`config.mk`:
```
export PLATFORM = sky130hd
export DESIGN_NAME = control_sequencer
export DESIGN_NICKNAME = d
export VERILOG_FILES = /design/src/rtl/control_sequencer.sv
export SDC_FILE = /design/constraint.sdc
export NUM_CORES = 1
export LEC_CHECK = 0
export ABC_CLOCK_PERIOD_IN_PS = 2170
export CAP_MARGIN = 20
export CORE_UTILIZATION = 49
export DETAILED_ROUTE_END_ITERATION = 8
export GPL_ROUTABILITY_DRIVEN = 0
export PLACE_DENSITY = 0.77
export SYNTH_ARGS = -nofsm -noshare
export SYNTH_HDL_FRONTEND = slang
export SYNTH_SLANG_ARGS = --single-unit
```
`constraint.sdc`:
```
create_clock -name clk -period 2.17 [get_ports clk]
set_clock_uncertainty 0.1 [all_clocks]
set_input_delay 0.434 -clock clk [delete_from_list [all_inputs] [get_ports clk]]
set_output_delay 0.434 -clock clk [all_outputs]
set_load 0.005 [all_outputs]
```
`src/rtl/control_sequencer.sv`:
```
// control_sequencer
//   Sequences one instruction at a time through fetch, an optional data
//   memory access, a single execute cycle and a trap state. It takes decoded
//   flags from the instruction decoders and drives pc_inc, reg_we and the data
//   memory request for the datapath/MMU. The trap cause and the
//   retired-instruction count are kept in registers.
//
// Parameters
//   MEM_TIMEOUT  most cycles to wait for mem_ready before a timeout trap
//   TO_W         width of the memory-wait counter
//   CNT_W        width of retired_count
//
// Ports
//   clk, reset            clock; asynchronous active-high reset
//   go, halt_req          start/acknowledge; stop after the current retire
//   instr_req/ready/segv  fetch handshake and fetch fault
//   dec_ld/st/wb/invalid  decoded flags, valid with instr_ready
//   mem_req/we/ready      data handshake; mem_we = 1 for a store
//   data_segv             data fault, valid with mem_ready
//   pc_inc, reg_we        execute pulses
//   busy, trap            status flags
//   trap_cause            0 none, 1 instr_segv, 2 data_segv, 3 invalid,
//                         4 memory timeout
//   retired_count         instructions retired since reset, wraps
module control_sequencer #(
  parameter int MEM_TIMEOUT = 15,
  parameter int TO_W        = 4,
  parameter int CNT_W       = 32
) (
  input  logic             clk,
  input  logic             reset,
  input  logic             go,
  input  logic             halt_req,
  output logic             instr_req,
  input  logic             instr_ready,
  input  logic             instr_segv,
  input  logic             dec_ld,
  input  logic             dec_st,
  input  logic             dec_wb,
  input  logic             dec_invalid,
  output logic             mem_req,
  output logic             mem_we,
  input  logic             mem_ready,
  input  logic             data_segv,
  output logic             pc_inc,
  output logic             reg_we,
  output logic             busy,
  output logic             trap,
  output logic [2:0]       trap_cause,
  output logic [CNT_W-1:0] retired_count
);

  typedef enum logic [2:0] {
    S_HALT,
    S_FETCH,
    S_MEM,
    S_EXEC,
    S_TRAP
  } state_t;

  localparam logic [TO_W-1:0] TIMEOUT_VAL = TO_W'(MEM_TIMEOUT);

  localparam logic [2:0] CAUSE_NONE    = 3'd0;
  localparam logic [2:0] CAUSE_ISEGV   = 3'd1;
  localparam logic [2:0] CAUSE_DSEGV   = 3'd2;
  localparam logic [2:0] CAUSE_INVALID = 3'd3;
  localparam logic [2:0] CAUSE_TIMEOUT = 3'd4;

  state_t           state_q, state_d;
  logic             mem_we_q, mem_we_d;
  logic             wb_q, wb_d;
  logic [TO_W-1:0]  wait_q, wait_d;
  logic [2:0]       cause_q, cause_d;
  logic [CNT_W-1:0] retired_q, retired_d;

  always_ff @(posedge clk or posedge reset) begin
    if (reset) begin
      state_q   <= S_HALT;
      mem_we_q  <= 1'b0;
      wb_q      <= 1'b0;
      wait_q    <= '0;
      cause_q   <= CAUSE_NONE;
      retired_q <= '0;
    end else begin
      state_q   <= state_d;
      mem_we_q  <= mem_we_d;
      wb_q      <= wb_d;
      wait_q    <= wait_d;
      cause_q   <= cause_d;
      retired_q <= retired_d;
    end
  end

  always_comb begin
    state_d   = state_q;
    mem_we_d  = mem_we_q;
    wb_d      = wb_q;
    wait_d    = wait_q;
    cause_d   = cause_q;
    retired_d = retired_q;

    unique case (state_q)
      S_HALT: begin
        if (go) state_d = S_FETCH;
      end

      // Fault priority: a fetch fault wins over anything the decoder
      // reports, and a load and store in the same instruction counts as
      // an invalid encoding.
      S_FETCH: begin
        if (instr_ready) begin
          if (instr_segv) begin
            state_d = S_TRAP;
            cause_d = CAUSE_ISEGV;
          end else if (dec_invalid || (dec_ld && dec_st)) begin
            state_d = S_TRAP;
            cause_d = CAUSE_INVALID;
          end else if (dec_ld || dec_st) begin
            state_d  = S_MEM;
            mem_we_d = dec_st;
            wb_d     = dec_ld | dec_wb;
            wait_d   = '0;
          end else begin
            state_d = S_EXEC;
            wb_d    = dec_wb;
          end
        end
      end

      // The counter shows 0 in the first MEM cycle. A response in the
      // cycle the counter equals MEM_TIMEOUT is still accepted. The
      // timeout trap fires only when that last cycle also passes with
      // no response.
      S_MEM: begin
        if (mem_ready) begin
          if (data_segv) begin
            state_d = S_TRAP;
            cause_d = CAUSE_DSEGV;
          end else begin
            state_d = S_EXEC;
          end
        end else if (wait_q == TIMEOUT_VAL) begin
          state_d = S_TRAP;
          cause_d = CAUSE_TIMEOUT;
        end else begin
          wait_d = wait_q + TO_W'(1);
        end
      end

      // halt_req is looked at only here, so an instruction that is
      // already in flight always finishes.
      S_EXEC: begin
        retired_d = retired_q + CNT_W'(1);
        state_d   = halt_req ? S_HALT : S_FETCH;
      end

      S_TRAP: begin
        if (go) begin
          state_d = S_HALT;
          cause_d = CAUSE_NONE;
        end
      end

      default: begin
        state_d = S_HALT;
      end
    endcase
  end

  // All outputs are decoded from registered state. The bus requests
  // therefore drop as soon as reset is asserted, without waiting for a
  // clock edge.
  assign instr_req     = (state_q == S_FETCH);
  assign mem_req       = (state_q == S_MEM);
  assign mem_we        = (state_q == S_MEM) && mem_we_q;
  assign pc_inc        = (state_q == S_EXEC);
  assign reg_we        = (state_q == S_EXEC) && wb_q;
  assign busy          = (state_q != S_HALT) && (state_q != S_TRAP);
  assign trap          = (state_q == S_TRAP);
  assign trap_cause    = cause_q;
  assign retired_count = retired_q;

endmodule

```
==> flow_metrics.py <==
metrics = {
    "status": {
        "status": "complete, but fails checks",
        "failed_checks": "negative setup slack",
    },
    "synthesis": {
        "synthAdderAreaFrac_pct": 1.14,
        "async_reset_ff_share_pct": 100,
        "yosysSeqAreaShare_pct": 50.0,
        "synth_area_leader_cell": "dfrtp_1",
        "yosys_warnings": 0,
        "ys_ff_latch": 44,
        "syn_inst": 210,
        "synth_top_family_by_area": "simple AND/OR/NAND/NOR gates",
        "synth_area_leaders": "dfrtp_1 (50%), xnor2_1 (12%), nand4_1 (4.8%)",
        "netlist_area_mm2": 0.00220,
        "synth_xor_area_share_pct": 13.1,
        "synth_top_area_share_pct": 50.0,
        "ys.flop_type": "dfrtp_1",
        "synth.distinct_cells": 44,
        "synth_compound_area_share_pct": 7.28,
        "synth_edf_count": 0,
        "yosys.area_share.simple_pct": 23.1,
        "synth_mux_area_share_pct": 2.22,
        "syn_nets": 224,
        "avgSynthCellArea_um2": 10.5,
    },
    "global_route": {
        "grt_pass1_vias": 1766,
        "grt_pass1_wl_um": 8030,
        "grt_overflow": 0,
        "antenna_found_initial": 0,
        "grt_max_degree": 45,
        "grt_usage_pct": 21.2,
    },
    "final_layout": {
        "insertedDiodeCount": 0,
        "finalInstanceArea_mm2": 0.00309,
        "drive_above_1_share_pct": 19.4,
        "syn_to_final_growth_pct": 40.5,
        "final_nets": 307,
    },
    "timing": {
        "grt_setup_unrepaired": "true",
        "slew_viol_final": 0,
        "worst_slack_ps": -7.23,
        "setup_viol": 1,
        "fmax_mhz": 459,
        "final-hold-violation-count": 0,
        "fin_crit_sh_pct": 100,
        "worst_slew_pin_slew_ps": 533,
        "fin_crit_ps": 2180,
        "whs_ps": 378,
        "relSlewSlack_pct": 64.5,
    },
    "cts": {
        "clockBufferDepth": 2,
        "cts_tree": "yes",
        "clk_pin_slew_ps": 90,
        "cts_num_sinks": 44,
        "numCtsBuffers": 5,
        "cts-root-buf": "clkbuf_8",
        "h-tree-depth": 2,
        "clkLatencyLatePin_ps": 300,
    },
    "min_path": {
        "hold_path_class": "register to register",
    },
    "power_and_ir_drop": {
        "p_sw_mw": 0.720,
        "pwr-share-seq_pct": 41.6,
        "ir_worst_vdd_v": 0.000501,
        "p_per_area_mw_per_mm2": 764,
        "p_int_mw": 1.64,
        "combPwrFrac_pct": 36.7,
        "p_clk_share_pct": 21.7,
        "swShare_pct": 30.5,
        "p_leak_nw": 1.39,
    },
    "routing": {
        "dr.pass1.iters": 4,
        "avgRoutedWirePerCell_um": 13.8,
        "vias": 1869,
        "viasPerCell": 5.40,
        "drt_iter0_drc": 94,
        "ant_nets": 0,
        "drcViolationCount": 0,
        "wl_um": 4760,
    },
    "worst_setup_path": {
        "critPathLaunch": "state_q[2]",
        "reg2reg_depth": 8,
        "worstPathRequired_ps": 1640,
        "crit_path_end": "instr_req",
        "worstReg2RegStart": "state_q[2]",
        "timing.rr.end": "wait_q[0]",
        "critPathKind": "register to primary output",
        "crit_path_max_fanout": 4,
        "arrival_ps": 1640,
        "reg2reg_slack_ps": 50,
        "cp-start-kind": "register",
        "end_kind": "primary output",
    },
    "floorplan": {
        "initial_core_util_pct": 50.9,
        "fp-row-count": 24,
        "placeableCoreArea_mm2": 0.00432,
        "ios": 54,
        "dieArea_mm2": 0.00476,
        "fp.dieH_um": 69.0,
        "die_x_um": 69.0,
    },
    "placement": {
        "pre_cts_ws_ps": -133,
        "dpl-instance-area_mm2": 0.00290,
        "io_buffers": 53,
        "dp_hpwl_um": 3420,
    },
    "run": {
        "drv_cap": 0,
    },
}
## through the flow
step           utilization (%)  setup TNS, ps  power [mW]  std cells
2_1_floorplan                -              0        1.39        210
3_3_place_gp              67.2           -237        1.69        329
3_5_place_dp              67.2           -395        1.70        329
4_1_cts                   71.1              0        2.34        345
5_1_grt                   71.5          -55.9        2.50        346
6_report                  71.5          -7.23        2.36        346
## what timing repair did
| item | CTS | global route |
|---|---|---|
| buffers inserted | 8 | 1 |
| hold buffers | 0 | 0 |
| pin swaps | 2 | 0 |
| resized for setup | 14 | 3 |
| setup endpoints to repair | 6 | 2 |
## area by class of cell
class / count / area [µm²]
sequential: 44 / 1100
clock buffer: 5 / 68.8
tap: 52 / 65.1
multi-input combinational: 152 / 1060
inverter: 10 / 42.5
fill: 350 / 1230
timing repair buffer: 80 / 739
clock inverter: 3 / 18.8
## synth_stat cells, drive strengths merged, types with 3 or more instances
master / number
a21oi: 3
a22o: 4
a31oi: 3
and2: 5
and3: 5
buf: 3
dfrtp: 44
inv: 9
mux2: 4
nand2: 18
nand3: 14
nand4: 17
nor2: 18
nor3: 3
o21ai: 4
xnor2: 31
## layer usage
| metal | vias to the layer above | part of all wire, % | track usage, % |
|---|---|---|---|
| met4 | 0 | 1.4 | 7.03 |
| met1 | 904 | 44 | 26.3 |
| li1 | 903 | - | - |
| met5 | - | 0 | 0 |
| met3 | 8 | 4.3 | 5.26 |
| met2 | 54 | 50 | 36.0 |
## placed cells by master (no fill, tap or decap), drive strengths merged, types with 2 or more instances in the layout
cell / netlist / layout
mux2: 4 / 4
and4: 2 / 2
nand4: 17 / 17
inv: 9 / 10
a31oi: 3 / 3
xor2: 2 / 2
clkbuf: 1 / 5
or3b: 2 / 2
a211oi: 2 / 2
dfrtp: 44 / 44
a22o: 4 / 4
clkinv: 1 / 3
a21oi: 3 / 3
and3: 5 / 5
ha: 2 / 2
nor2: 18 / 18
nor4: 2 / 2
nor3: 3 / 3
nand3: 14 / 14
dlygate4sd2: 0 / 4
nand2: 18 / 18
xnor2: 31 / 31
clkdlybuf4s50: 0 / 47
buf: 3 / 27
o21ai: 4 / 4
and2: 5 / 5
## state kept, by name, summed over array words and instances (netlist names)
name           cells
retired_count     32
wait_q             4
trap_cause         3
state_q            3
wb_q               1
mem_we_q           1
## logic make-up (layout without fill, tap and decap cells)
family,Yosys count,after routing
simple gates,91,91
compound gates,22,22
mux,4,4
xor+xnor,33,33
fa+ha+maj,2,2
flops,44,44
buf+inv,14,98
## worst min-delay path by stage
stage                      start                end  slack (ps)  depth (start not counted)
6_report       retired_count[31]  retired_count[31]         380                          1
5_1_grt        retired_count[31]  retired_count[31]         410                          1
4_1_cts        retired_count[31]  retired_count[31]         390                          1
3_5_place_dp   retired_count[31]  retired_count[31]         370                          1
3_3_place_gp   retired_count[31]  retired_count[31]         360                          1
2_1_floorplan           mem_we_q           mem_we_q         360                          1
## worst max-delay path, cell delays in order, from the launching register on
cell	delay (ps)
dfrtp_1	380
buf_4	140
buf_4	130
or3b_4	400
inv_4	80
clkdlybuf4s15_2	200
## power by group through the flow
stage          Clock, mW  Combinational (mW)  Sequential (mW)
2_1_floorplan          0               0.400            0.991
3_3_place_gp           0               0.676             1.01
3_5_place_dp           0               0.687             1.02
4_1_cts            0.524               0.830            0.983
5_1_grt            0.557               0.947            0.996
6_report           0.512               0.866            0.982
Note: power is estimated with default switching activity, not from simulation.
